--- src/rtl/hazard_fwd_unit.sv ---
// Load-use hazard / operand-forwarding controller; optional HAZARD_STATS_EN adds stall_cnt/flush_cnt ports.
// Latency: fwd_sel/stall/flush/issue combinational from ID inputs + scoreboard; scoreboard updates next edge.
// Backpressure: mem_busy freezes the scoreboard and holds PC/IF-ID; load-use inserts bubbles until forwardable.
module hazard_fwd_unit #(
    parameter int NSTAGES  = 2,
    parameter int REGW     = 5,
    parameter int LOAD_LAT = 1,
    parameter int SELW     = 3
) (
    input  logic            clk,
    input  logic            reset_n,
    input  logic            id_valid,
    input  logic [REGW-1:0] id_rs,
    input  logic [REGW-1:0] id_rt,
    input  logic            id_use_rs,
    input  logic            id_use_rt,
    input  logic            id_wr_en,
    input  logic [REGW-1:0] id_wr_reg,
    input  logic            id_is_load,
    input  logic            br_taken,
    input  logic            mem_busy,
    output logic [SELW-1:0] fwd_sel_a,
    output logic [SELW-1:0] fwd_sel_b,
    output logic            stall,
    output logic            flush,
    output logic            issue
`ifdef HAZARD_STATS_EN
    ,
    output logic [15:0]     stall_cnt,
    output logic [15:0]     flush_cnt
`endif
);

    typedef enum logic [1:0] {RUN, LDSTALL, FREEZE} state_t;

    state_t state_q, state_d;

    // Scoreboard: entry 0 is the instruction now in EX, NSTAGES-1 the oldest.
    logic [NSTAGES-1:0] sb_v;
    logic [NSTAGES-1:0] sb_ld;
    logic [REGW-1:0]    sb_reg [NSTAGES];

    logic [SELW-1:0] sel_a, sel_b;
    logic            haz_a, haz_b, hazard;
    logic            stall_i, flush_i, issue_i, shift_en;

    // Walk oldest to youngest so the youngest match is the one left standing.
    always_comb begin
        sel_a = '0;
        sel_b = '0;
        haz_a = 1'b0;
        haz_b = 1'b0;
        for (int k = NSTAGES - 1; k >= 0; k--) begin
            if (id_use_rs && sb_v[k] && (sb_reg[k] == id_rs) && (id_rs != '0)) begin
                sel_a = SELW'(k + 1);
                haz_a = sb_ld[k] && (k < LOAD_LAT);
            end
            if (id_use_rt && sb_v[k] && (sb_reg[k] == id_rt) && (id_rt != '0)) begin
                sel_b = SELW'(k + 1);
                haz_b = sb_ld[k] && (k < LOAD_LAT);
            end
        end
    end

    assign hazard = id_valid && (haz_a || haz_b);

    // state_d is the mode of the current cycle; state_q remembers the previous one.
    always_comb begin
        state_d = state_q;
        unique case (state_q)
            RUN: begin
                if (mem_busy)
                    state_d = FREEZE;
                else if (hazard && !br_taken)
                    state_d = LDSTALL;
                else
                    state_d = RUN;
            end
            LDSTALL: begin
                if (mem_busy)
                    state_d = FREEZE;
                else if (br_taken || !hazard)
                    state_d = RUN;
                else
                    state_d = LDSTALL;
            end
            FREEZE: begin
                if (mem_busy)
                    state_d = FREEZE;
                else if (hazard && !br_taken)
                    state_d = LDSTALL;
                else
                    state_d = RUN;
            end
            default: state_d = RUN;
        endcase
    end

    always_comb begin
        stall_i  = 1'b0;
        flush_i  = 1'b0;
        issue_i  = 1'b0;
        shift_en = 1'b1;
        unique case (state_d)
            FREEZE: begin
                stall_i  = 1'b1;
                shift_en = 1'b0;
            end
            LDSTALL: stall_i = 1'b1;
            default: begin
                flush_i = br_taken;
                issue_i = id_valid && !br_taken;
            end
        endcase
    end

    always_ff @(posedge clk or negedge reset_n) begin
        if (!reset_n)
            state_q <= RUN;
        else
            state_q <= state_d;
    end

    // Non-issuing cycles (stall, flush) shift a bubble into entry 0.
    always_ff @(posedge clk or negedge reset_n) begin
        if (!reset_n) begin
            sb_v  <= '0;
            sb_ld <= '0;
            for (int k = 0; k < NSTAGES; k++)
                sb_reg[k] <= '0;
        end else if (shift_en) begin
            for (int k = 1; k < NSTAGES; k++) begin
                sb_v[k]   <= sb_v[k-1];
                sb_ld[k]  <= sb_ld[k-1];
                sb_reg[k] <= sb_reg[k-1];
            end
            sb_v[0]   <= issue_i && id_wr_en;
            sb_ld[0]  <= issue_i && id_is_load;
            sb_reg[0] <= issue_i ? id_wr_reg : '0;
        end
    end

    assign fwd_sel_a = reset_n ? sel_a : '0;
    assign fwd_sel_b = reset_n ? sel_b : '0;
    assign stall     = reset_n && stall_i;
    assign flush     = reset_n && flush_i;
    assign issue     = reset_n && issue_i;

`ifdef HAZARD_STATS_EN
    always_ff @(posedge clk or negedge reset_n) begin
        if (!reset_n) begin
            stall_cnt <= '0;
            flush_cnt <= '0;
        end else begin
            if ((state_d == LDSTALL) && (stall_cnt != 16'hFFFF))
                stall_cnt <= stall_cnt + 16'd1;
            if (flush_i && (flush_cnt != 16'hFFFF))
                flush_cnt <= flush_cnt + 16'd1;
        end
    end
`endif

endmodule

--- config.mk ---
export PLATFORM = sky130hd
export DESIGN_NAME = hazard_fwd_unit
export DESIGN_NICKNAME = d
export VERILOG_FILES = /design/src/rtl/hazard_fwd_unit.sv
export SDC_FILE = /design/constraint.sdc
export NUM_CORES = 1
export LEC_CHECK = 0
export CORE_ASPECT_RATIO = 1.4
export CORE_MARGIN = 2
export CORE_UTILIZATION = 47
export DETAILED_ROUTE_END_ITERATION = 16
export PLACE_DENSITY = 0.83
export SLEW_MARGIN = 10
export SYNTH_ARGS = -nofsm -noshare
export SYNTH_HDL_FRONTEND = slang
export SYNTH_SLANG_ARGS = --single-unit
--- constraint.sdc ---
create_clock -name clk -period 6.76 [get_ports clk]
set_clock_uncertainty 0.1 [all_clocks]
set_input_delay 1.352 -clock clk [delete_from_list [all_inputs] [get_ports clk]]
set_output_delay 1.352 -clock clk [all_outputs]
set_load 0.02 [all_outputs]
==> results.sh <==
export IMPL_power_leakage_nw=0.526
export IMPL_h_tree_depth=1
export IMPL_yosysTopAreaCell="dfrtp_1"
export IMPL_dr_pass1_iters=4
export IMPL_gr_total_overflow=0
export IMPL_ys_top_cells_by_area="dfrtp_1 (41%), xnor2_1 (12%), xor2_1 (7.7%), mux2_2 (7.4%), a22o_1 (6.7%)"
export IMPL_maxSlewHeadroom_pct=46.0
export IMPL_die_x_um=41.2
export IMPL_peakVddDrop_mv=0.117
export IMPL_cts_resized=0
export IMPL_area_growth_pct=36.6
export IMPL_maxSlewViolCount=0
export IMPL_reg2reg_depth=7
export IMPL_nNetsFinal=139
export IMPL_core_area_sq_um=1800
export IMPL_drc=0
export IMPL_postCtsSetupRepairBufs=0
export IMPL_vias=739
export IMPL_finalPower_uw=188
export IMPL_num_antenna_cells=0
export IMPL_worstSetupStartpointType="input port"
export IMPL_syn_area_sq_um=908
export IMPL_p_sw_uw=48.4
export IMPL_dieArea_sq_um=2310
export IMPL_start_util_pct=50.4
export IMPL_clockBufferDepth=2
export IMPL_insertion_delay_ps=290
export IMPL_clkTransAtPathRegs_ps=80
export IMPL_seq_area_sq_um=375
export IMPL_cts_root_buf="clkbuf_4"
export IMPL_pwr_share_clk_pct=27.1
export IMPL_cts_buffers=3
export IMPL_ant_nets=0
export IMPL_nFillCells=145
export IMPL_final_core_util_pct=68.9
export IMPL_netlist_instances=82
export IMPL_final_cell_area_sq_um=1240
export IMPL_r2r_slack_ps=4340
export IMPL_layout_commonest_cell="clkdlybuf4s50_1"
export IMPL_numPortBuffers=30
export IMPL_sw_frac_of_total_pct=25.7
export IMPL_cts_tree="built"
export IMPL_die_y_um=56.0
export IMPL_final_hold_viol_count=0
export IMPL_outcome="finished, final reports clean"
export IMPL_yosysWarnings=0
export IMPL_tightest_slew_ps=807
export IMPL_crit_fanout=4
export IMPL_grt_max_degree=23
export IMPL_period_needed_ps=5310
export IMPL_drive_gt1_share_pct=12.4
export IMPL_cts_hold_buf=0
export IMPL_hold_ws_ps=423
export IMPL_grt_use_total_pct=20.0
export IMPL_ys_types=24
export IMPL_drt_iter0_markers=2
export IMPL_dp_hpwl_um=1570
export IMPL_critPathKind="input port to output port"
export IMPL_avgViaCountPerCell=5.56
export IMPL_power_internal_uw=140
export IMPL_cap_violations=0
export IMPL_min_path_cells=1
export IMPL_multi_input_area_sq_um=514
export IMPL_hold_class="register to register"
export IMPL_setup_viol=0
export IMPL_io_pins=33
export IMPL_rsz0062_at_grt="no"
export IMPL_fmax_mhz=188
export IMPL_clock_sink_count=15
export IMPL_wire_per_inst_um=14.2
export IMPL_placed_area_sq_um=1210
export IMPL_grt_pass1_vias=793
export IMPL_fin_crit_sh_pct=78.5
export IMPL_row_count=18
export IMPL_routed_wirelength_um=1890
export IMPL_synth_seq_area_share_pct=41.3
export IMPL_layout_common_cells="clkdlybuf4s50_1 (30), dfrtp_1 (15), xnor2_1 (12)"
export IMPL_grt_pass1_wl_um=3210
export IMPL_p_per_area_nw_per_um2=152
export IMPL_p_seq_share_pct=51.6
export IMPL_cp_end_kind="output port"
export IMPL_worstPathArrival_ps=3850
export IMPL_syn_area_per_cell_sq_um=11.1
export IMPL_antenna_found_initial=0
export IMPL_synth_top_area_share_pct=41.3
export IMPL_p_comb_share_pct=21.3
export IMPL_largest_reg_flops=10
export IMPL_ys_ff_latch=15
export IMPL_critPathRequiredTime_ps=5310
export IMPL_gp_congestion=0.875
export IMPL_setup_tns_ps=0
-- synthesized netlist by cell type, drive strengths merged --
cell type  count
o2111ai        1
ha             1
nand4          4
xnor2         12
a22o           7
nor3           4
or4            2
o2111a         1
xor2           8
dfrtp         15
o21ai          2
mux2           6
and2           3
conb           1
nor4           2
and3b          1
buf            2
nand2          3
nor2b          3
and3           2
clkbuf         2
-- through the flow --
step,setup slack [ps],std cells
finish,1450,133
CTS,1450,133
global placement,1470,129
floorplan,2430,83
detailed placement,1460,129
global route,1290,133
-- final timing paths --
path,endpoint,start
setup / recovery,stall,id_rt[0]
hold / removal,sb_ld[0],sb_ld[0]
setup reg to reg,sb_reg[5],sb_reg[9]
hold reg to reg,sb_ld[0],sb_ld[0]
max in group asynchronous,sb_reg[0],reset_n
min in group asynchronous,sb_reg[7],reset_n
-- area by class of cell --
cell class                      count  area share [%]
Sequential cell                    15            30.2
Timing Repair Buffer               30            24.2
Multi-Input combinational cell     64            41.4
Clock buffer                        4            2.12
Tap cell                           20            2.02
-- worst max-delay path: stages --
cell	delay (ps)
clkdlybuf4s50_1	470
or4_4	560
o21ai_2	160
nor3_2	90
o2111ai_1	210
ha_1	290
nor2b_1	110
clkdlybuf4s50_1	610
-- layer usage --
layer | vias to the layer above | routed length [um] | track usage, %
li1 | 356 | - | -
met1 | 359 | 748 | 21.7
met2 | 19 | 1010 | 34.4
met3 | 5 | 78 | 2.80
met4 | 0 | 44 | 9.68
met5 | - | 0 | 0
-- cell families (layout without fill, tap and decap cells) --
| family | Yosys count | in the layout | share of synthesized area [%] |
|---|---|---|---|
| AO/OA/AOI/OAI | 11 | 11 | 10.9 |
| flip-flops | 15 | 15 | 41.3 |
| multiplexers | 6 | 6 | 7.44 |
| buffers and inverters | 4 | 34 | 2.48 |
| adder cells (fa/ha/maj) | 1 | 1 | 1.38 |
| AND/OR/NAND/NOR | 24 | 24 | 16.8 |
| XOR/XNOR | 20 | 20 | 19.3 |
| other | 1 | 2 | 0.413 |
-- power groups by stage --
stage	registers [mW]	clock network, mW	logic [mW]
finish	0.0973	0.0510	0.0402
global route	0.0977	0.0553	0.0439
CTS	0.0972	0.0515	0.0407
detailed placement	0.0990	0	0.0406
global placement	0.0989	0	0.0397
floorplan	0.0979	0	0.0196
Power figures use the tool's default switching activity.
